<file path="config.mk">
export PLATFORM = sky130hd
export DESIGN_NAME = store_buffer
export DESIGN_NICKNAME = d
export VERILOG_FILES = /design/src/rtl/mem_pkg.sv /design/src/rtl/sb_align.sv /design/src/rtl/store_buffer.sv
export SDC_FILE = /design/constraint.sdc
export NUM_CORES = 1
export LEC_CHECK = 0
export CAP_MARGIN = 20
export CORE_UTILIZATION = 38
export DETAILED_ROUTE_END_ITERATION = 10
export SLEW_MARGIN = 20
export SYNTH_ARGS = -nofsm -noshare
export SYNTH_HDL_FRONTEND = slang
export SYNTH_SLANG_ARGS = --single-unit
</file>
<file path="constraint.sdc">
create_clock -name clk -period 6.1 [get_ports clk]
set_input_delay 1.83 -clock clk [delete_from_list [all_inputs] [get_ports clk]]
set_output_delay 1.83 -clock clk [all_outputs]
set_load 0.02 [all_outputs]
</file>
<file path="src/rtl/mem_pkg.sv">
// Shared types and constants for the data-memory write path.
`default_nettype none

package mem_pkg;

  localparam int SB_ADDR_W = 32;

  localparam logic [3:0] BE_NONE = 4'b0000;
  localparam logic [3:0] BE_WORD = 4'b1111;

  typedef struct packed {
    logic [SB_ADDR_W-1:0] addr;
    logic [31:0]          wdata;
    logic [3:0]           be;
  } sb_entry_t;

endpackage

`default_nettype wire

</file>
<file path="src/rtl/sb_align.sv">
// Combinational lane shifter: moves LSB-justified store data onto its byte lanes.
`default_nettype none

module sb_align (
  input  logic [1:0]  offset,
  input  logic [31:0] data,
  output logic [31:0] aligned
);

  assign aligned = data << {offset, 3'b000};

endmodule

`default_nettype wire

</file>
<file path="src/rtl/store_buffer.sv">
// In-order store buffer between MEM stage and data memory, with load RAW hazard compare.
`default_nettype none

module store_buffer
  import mem_pkg::*;
#(
  parameter int DEPTH  = 4,
  parameter int ADDR_W = 32
) (
  input  logic                     clk,
  input  logic                     rst_n,
  input  logic                     st_valid,
  output logic                     st_ready,
  input  logic [ADDR_W-1:0]        st_addr,
  input  logic [31:0]              st_data,
  input  logic [3:0]               st_be,
  output logic                     st_err,
  output logic                     mem_req,
  output logic [ADDR_W-1:0]        mem_addr,
  output logic [31:0]              mem_wdata,
  output logic [3:0]               mem_be,
  input  logic                     mem_ack,
  input  logic [ADDR_W-1:0]        ld_addr,
  output logic                     ld_hazard,
  output logic [$clog2(DEPTH):0]   count,
  output logic                     empty
);

  localparam int IDX_W = $clog2(DEPTH);
  localparam int PTR_W = IDX_W + 1;

  generate
    if (ADDR_W != SB_ADDR_W || DEPTH < 2 || (DEPTH & (DEPTH - 1)) != 0) begin : g_param_check
      $error("store_buffer: ADDR_W must match SB_ADDR_W and DEPTH must be a power of two >= 2");
    end
  endgenerate

  sb_entry_t          entries [DEPTH];
  logic [PTR_W-1:0]   head;
  logic [PTR_W-1:0]   tail;
  logic [31:0]        aligned;
  logic               full;
  logic               push;
  logic               drop;
  logic               pop;
  logic               unused_ld_lanes;

  sb_align u_align (
    .offset  (st_addr[1:0]),
    .data    (st_data),
    .aligned (aligned)
  );

  // Extra pointer MSB distinguishes full from empty when the index bits match.
  assign full     = (head[IDX_W] != tail[IDX_W]) && (head[IDX_W-1:0] == tail[IDX_W-1:0]);
  assign empty    = (head == tail);
  assign count    = tail - head;
  assign st_ready = !full;
  assign push     = st_valid && st_ready && (st_be != BE_NONE);
  assign drop     = st_valid && st_ready && (st_be == BE_NONE);
  assign pop      = mem_req && mem_ack;

  assign mem_req   = !empty;
  assign mem_addr  = entries[head[IDX_W-1:0]].addr;
  assign mem_wdata = entries[head[IDX_W-1:0]].wdata;
  assign mem_be    = entries[head[IDX_W-1:0]].be;

  always_ff @(posedge clk or negedge rst_n) begin
    if (!rst_n) begin
      head   <= '0;
      tail   <= '0;
      st_err <= 1'b0;
    end else begin
      st_err <= drop;
      if (push) tail <= tail + 1'b1;
      if (pop)  head <= head + 1'b1;
    end
  end

  // Payload storage needs no reset: occupancy is tracked by the pointers alone.
  always_ff @(posedge clk) begin
    if (push) begin
      entries[tail[IDX_W-1:0]] <= '{addr:  {st_addr[ADDR_W-1:2], 2'b00},
                                    wdata: aligned,
                                    be:    st_be};
    end
  end

  // An entry is live when its distance from head is below the occupancy.
  always_comb begin
    ld_hazard = 1'b0;
    for (int i = 0; i < DEPTH; i++) begin
      logic [IDX_W-1:0] off;
      off = IDX_W'(i) - head[IDX_W-1:0];
      if (({1'b0, off} < count) &&
          (entries[i].addr[ADDR_W-1:2] == ld_addr[ADDR_W-1:2])) begin
        ld_hazard = 1'b1;
      end
    end
  end

  assign unused_ld_lanes = ^ld_addr[1:0];

endmodule

`default_nettype wire

</file>
==> impl_summary.md <==
Timing
Measured against its own limit, the worst slew margin works out to between 30% and 40%. The post-route fraction of the period consumed by the critical path is 92.3%. Setup repair after global routing left no endpoint under its margin. The achievable clock frequency is approximately 180 MHz. The shortest period the worst path allows is 5.63 ns. After routing, the total negative slack on setup checks comes to 0 ns.

The hold violation count in the final report was 0. Setup violations remaining at the end of the flow were counted as 0. At the pin with the least slew margin, the transition time is roughly 0.94 ns. The clock arrives with about 0.015 ns of skew. The number of max-slew violations in the final report was 0.

Worst setup path
The launching element type of the critical path is an input port. The critical path capture point type is an output pin. For the worst flop-to-flop path, the logic depth is 8. In this run the critical register-to-register path is captured at entries[3][29]. The worst path required time is 4.27 ns.

In this run the worst setup path begins at ld_addr[5]. The worst setup slack for register-to-register paths is about 2.8 ns. For the worst setup path, the data arrival time is between 3 and 4 ns. The worst register-to-register path begins at head[0]. The most critical setup path has its endpoint at ld_hazard. The critical setup path kind is input port to output pin. The largest fanout on the critical path is 4.

Pwr
Summed over all cells, the static leakage comes to 4.97 nW. The total chip power is approximately 7.4 mW. The worst IR drop on VDD is 0.362 mV.

The power density normalized to cell area is roughly 480 nW/um2.

Synthesis
The mean area per synthesized cell is 17.6 um2. The dominant cell type by area after synthesis is edfxtp_1. Counting every instance in the synthesized netlist gives between 600 and 700. In this run, distinct cell masters in the synthesized netlist total 32.

The share of synthesized area occupied by flip-flops and latches is 67.2%. Yosys attributes the largest share of cell area to edfxtp_1, mux4_2, xnor2_1. After synthesis the netlist holds a flip-flop and latch count of 271. In this run the cell area of the synthesized design comes to 12100 um2. The area fraction of the dominant cell type after synthesis is about two thirds. The Yosys warning count is 0.

Final layout
Cells with a size suffix above 1 make up 16.5% of the layout. The leading cell type in the layout, fill and taps excluded is edfxtp_1. The layout filler cell count is 2607. At the end of the flow, the number of nets in the layout was ~990. The area of all placed cells without fillers is 15300 um2. The top cell types in the final layout, fill and taps aside, are edfxtp_1, clkdlybuf4s50_1, xnor2_1, mux4_2, clkbuf_16. Compared with the post-synthesis result, the final layout area differs by 26.6%. The count of antenna diodes in the layout is 0.

Clock tree
The clock net sink count is roughly 270. The clock latency on the worst-skew pair is approximately 0.54 ns. After clock tree synthesis, the clock-pin slew on the worst setup and hold paths is 0.06 ns. CTS built an H-tree with a depth of 1.

The number of clock buffers inserted by TritonCTS is 30. The number of post-CTS setup repair buffers is 0. The clock root buffer is clkbuf_16. The TritonCTS clock tree is yes. The clock passes through at most 3 buffers.

Die
The floorplan die width is 180 um. Once the floorplan was initialized, standard cells occupied between 30% and 40% of the core. In this run the core area contains 64 standard-cell rows. The area of the die is 32500 um2. The total area inside the core boundary comes to roughly 31000 um2. The count of boundary I/O pins is 180. The die span in y is 180 um.

Detailed routing
The routed length per instance is ~22 um. The detailed router finished its first iteration with 437 violations. The number of detailed-routing iterations run before antenna repair is 5.

Once detail routing completed, the nets flagged for antenna violations numbered 0. Detailed routing inserted a total of 6500 vias. The routed wire length is 28300 um. After detailed routing, the number of remaining DRC violations is 0. The average via count per standard cell is 5.05.

Flow run
The count of maximum capacitance violations is 0.

GRT
The global-route total usage across every layer is 17.5%. The total congestion overflow after global routing is 0. The number of antenna violations at the first check in global routing was 0. The wire length of the first global-routing pass is approximately 43000 um.

The pin count of the biggest net entering global routing is 56. The number of global-route vias before repair came to ~7000.

Status
The flow ran to the end, and the final reports show no timing, DRC or antenna violations.

Place
The total cell area at the placement stage is between 10000 and 15000 um2. The HPWL after detailed placement is a little under 20000 um. Buffers placed on the I/O ports in this run total 175. The congestion estimate from routability-driven global placement came to 0.812.

Hold path
The path class of the tightest hold or removal check is register to register.
## worst max-delay path: stages
cell,delay (ns)
clkdlybuf4s50_1,0.50
buf_4,0.18
xnor2_1,0.16
nand4_1,0.22
nor4_2,0.29
buf_4,0.15
nand3_1,0.07
nand4_1,0.14
dlymetal6s2s_1,0.25
## final cells by class
class	count	area [um2]	share of cell area, %
well taps	396	495	3.24
repair buffers	203	1960	12.9
multi-input cells	351	3680	24.1
flip-flops and latches	271	8110	53.1
clock buffers	36	795	5.20
clock inverters	19	194	1.27
inverters	10	37.5	0.246
## what timing repair did
item | CTS | global route
endpoints found under the setup margin | 0 | 1
hold buffers | 0 | 0
resized for setup | 0 | 2
## cell families (layout without fill, tap and decap cells)
logic type / Yosys count / after routing / synth area share [%]
buffers and inverters: 66 / 268 / 2.46
AOI/OAI and AO/OA: 32 / 32 / 1.56
and+or+nand+nor: 95 / 95 / 4.40
DFF: 271 / 271 / 67.2
muxes: 82 / 82 / 13.7
xor gates and xnor gates: 126 / 126 / 9.21
other: 1 / 2 / 0.0311
adders and majority gates: 14 / 14 / 1.51
## worst min-delay path by stage
stage | start | end | cells past startpoint
after floorplan | tail[2] | tail[2] | 1
after global placement | tail[2] | tail[2] | 1
after detailed placement | tail[2] | tail[2] | 1
after CTS | tail[2] | tail[2] | 1
after global routing | tail[2] | tail[2] | 1
final | tail[2] | tail[2] | 1
## layer usage
layer	global-route usage, %	vias to the layer above	wire, um
li1	-	2997	-
met1	23.7	3253	12100
met2	29.0	219	13700
met3	3.88	31	2020
met4	3.38	0	410
met5	0	-	0
## registers in the layout, summed over array words and instances (netlist names)
register  cells
entries     264
head          3
st_err        1
tail          3
## power by group
| part | leakage, nW | internal (mW) | switching (mW) |
|---|---|---|---|
| logic | 1.97 | 1.36 | 1.60 |
| clock network | 0.477 | 1.09 | 0.703 |
| registers | 2.52 | 2.50 | 0.140 |
| total | 4.97 | 4.95 | 2.44 |
## synth_stat cells
master    count
edfxtp_1    264
xnor2_1     124
mux4_2       66
clkbuf_1     37
nand4_1      29
mux2i_1      16
nand2_1      16
ha_1         13
buf_2        12
nor2b_1      12
o21ai_0      12
and2_1       11
inv_1        10
nor2_1       10
a21oi_1       9
nor4_1        9
a211oi_1      8
dfrtp_1       7
nand3_1       5
buf_4         3
buf_6         3
and2_4        1
buf_1         1
conb_1        1
fa_1          1
nor2_4        1
o211ai_1      1
o21ai_2       1
o22ai_1       1
or2_2         1
xnor2_2       1
xor2_1        1
## through the flow
| stage | worst slack (ns) | util, % | hold WS [ns] | instances |
|---|---|---|---|---|
| after floorplan | 1.41 | - | 0.492 | 688 |
| after global placement | 0.0405 | 46.2 | 0.514 | 1231 |
| after detailed placement | 0.0707 | 46.2 | 0.510 | 1231 |
| after CTS | 0.0475 | 49.4 | 0.523 | 1286 |
| after global routing | 0.380 | 49.4 | 0.536 | 1286 |
| final | 0.472 | 49.4 | 0.518 | 1286 |
Power figures use the tool's default switching activity.
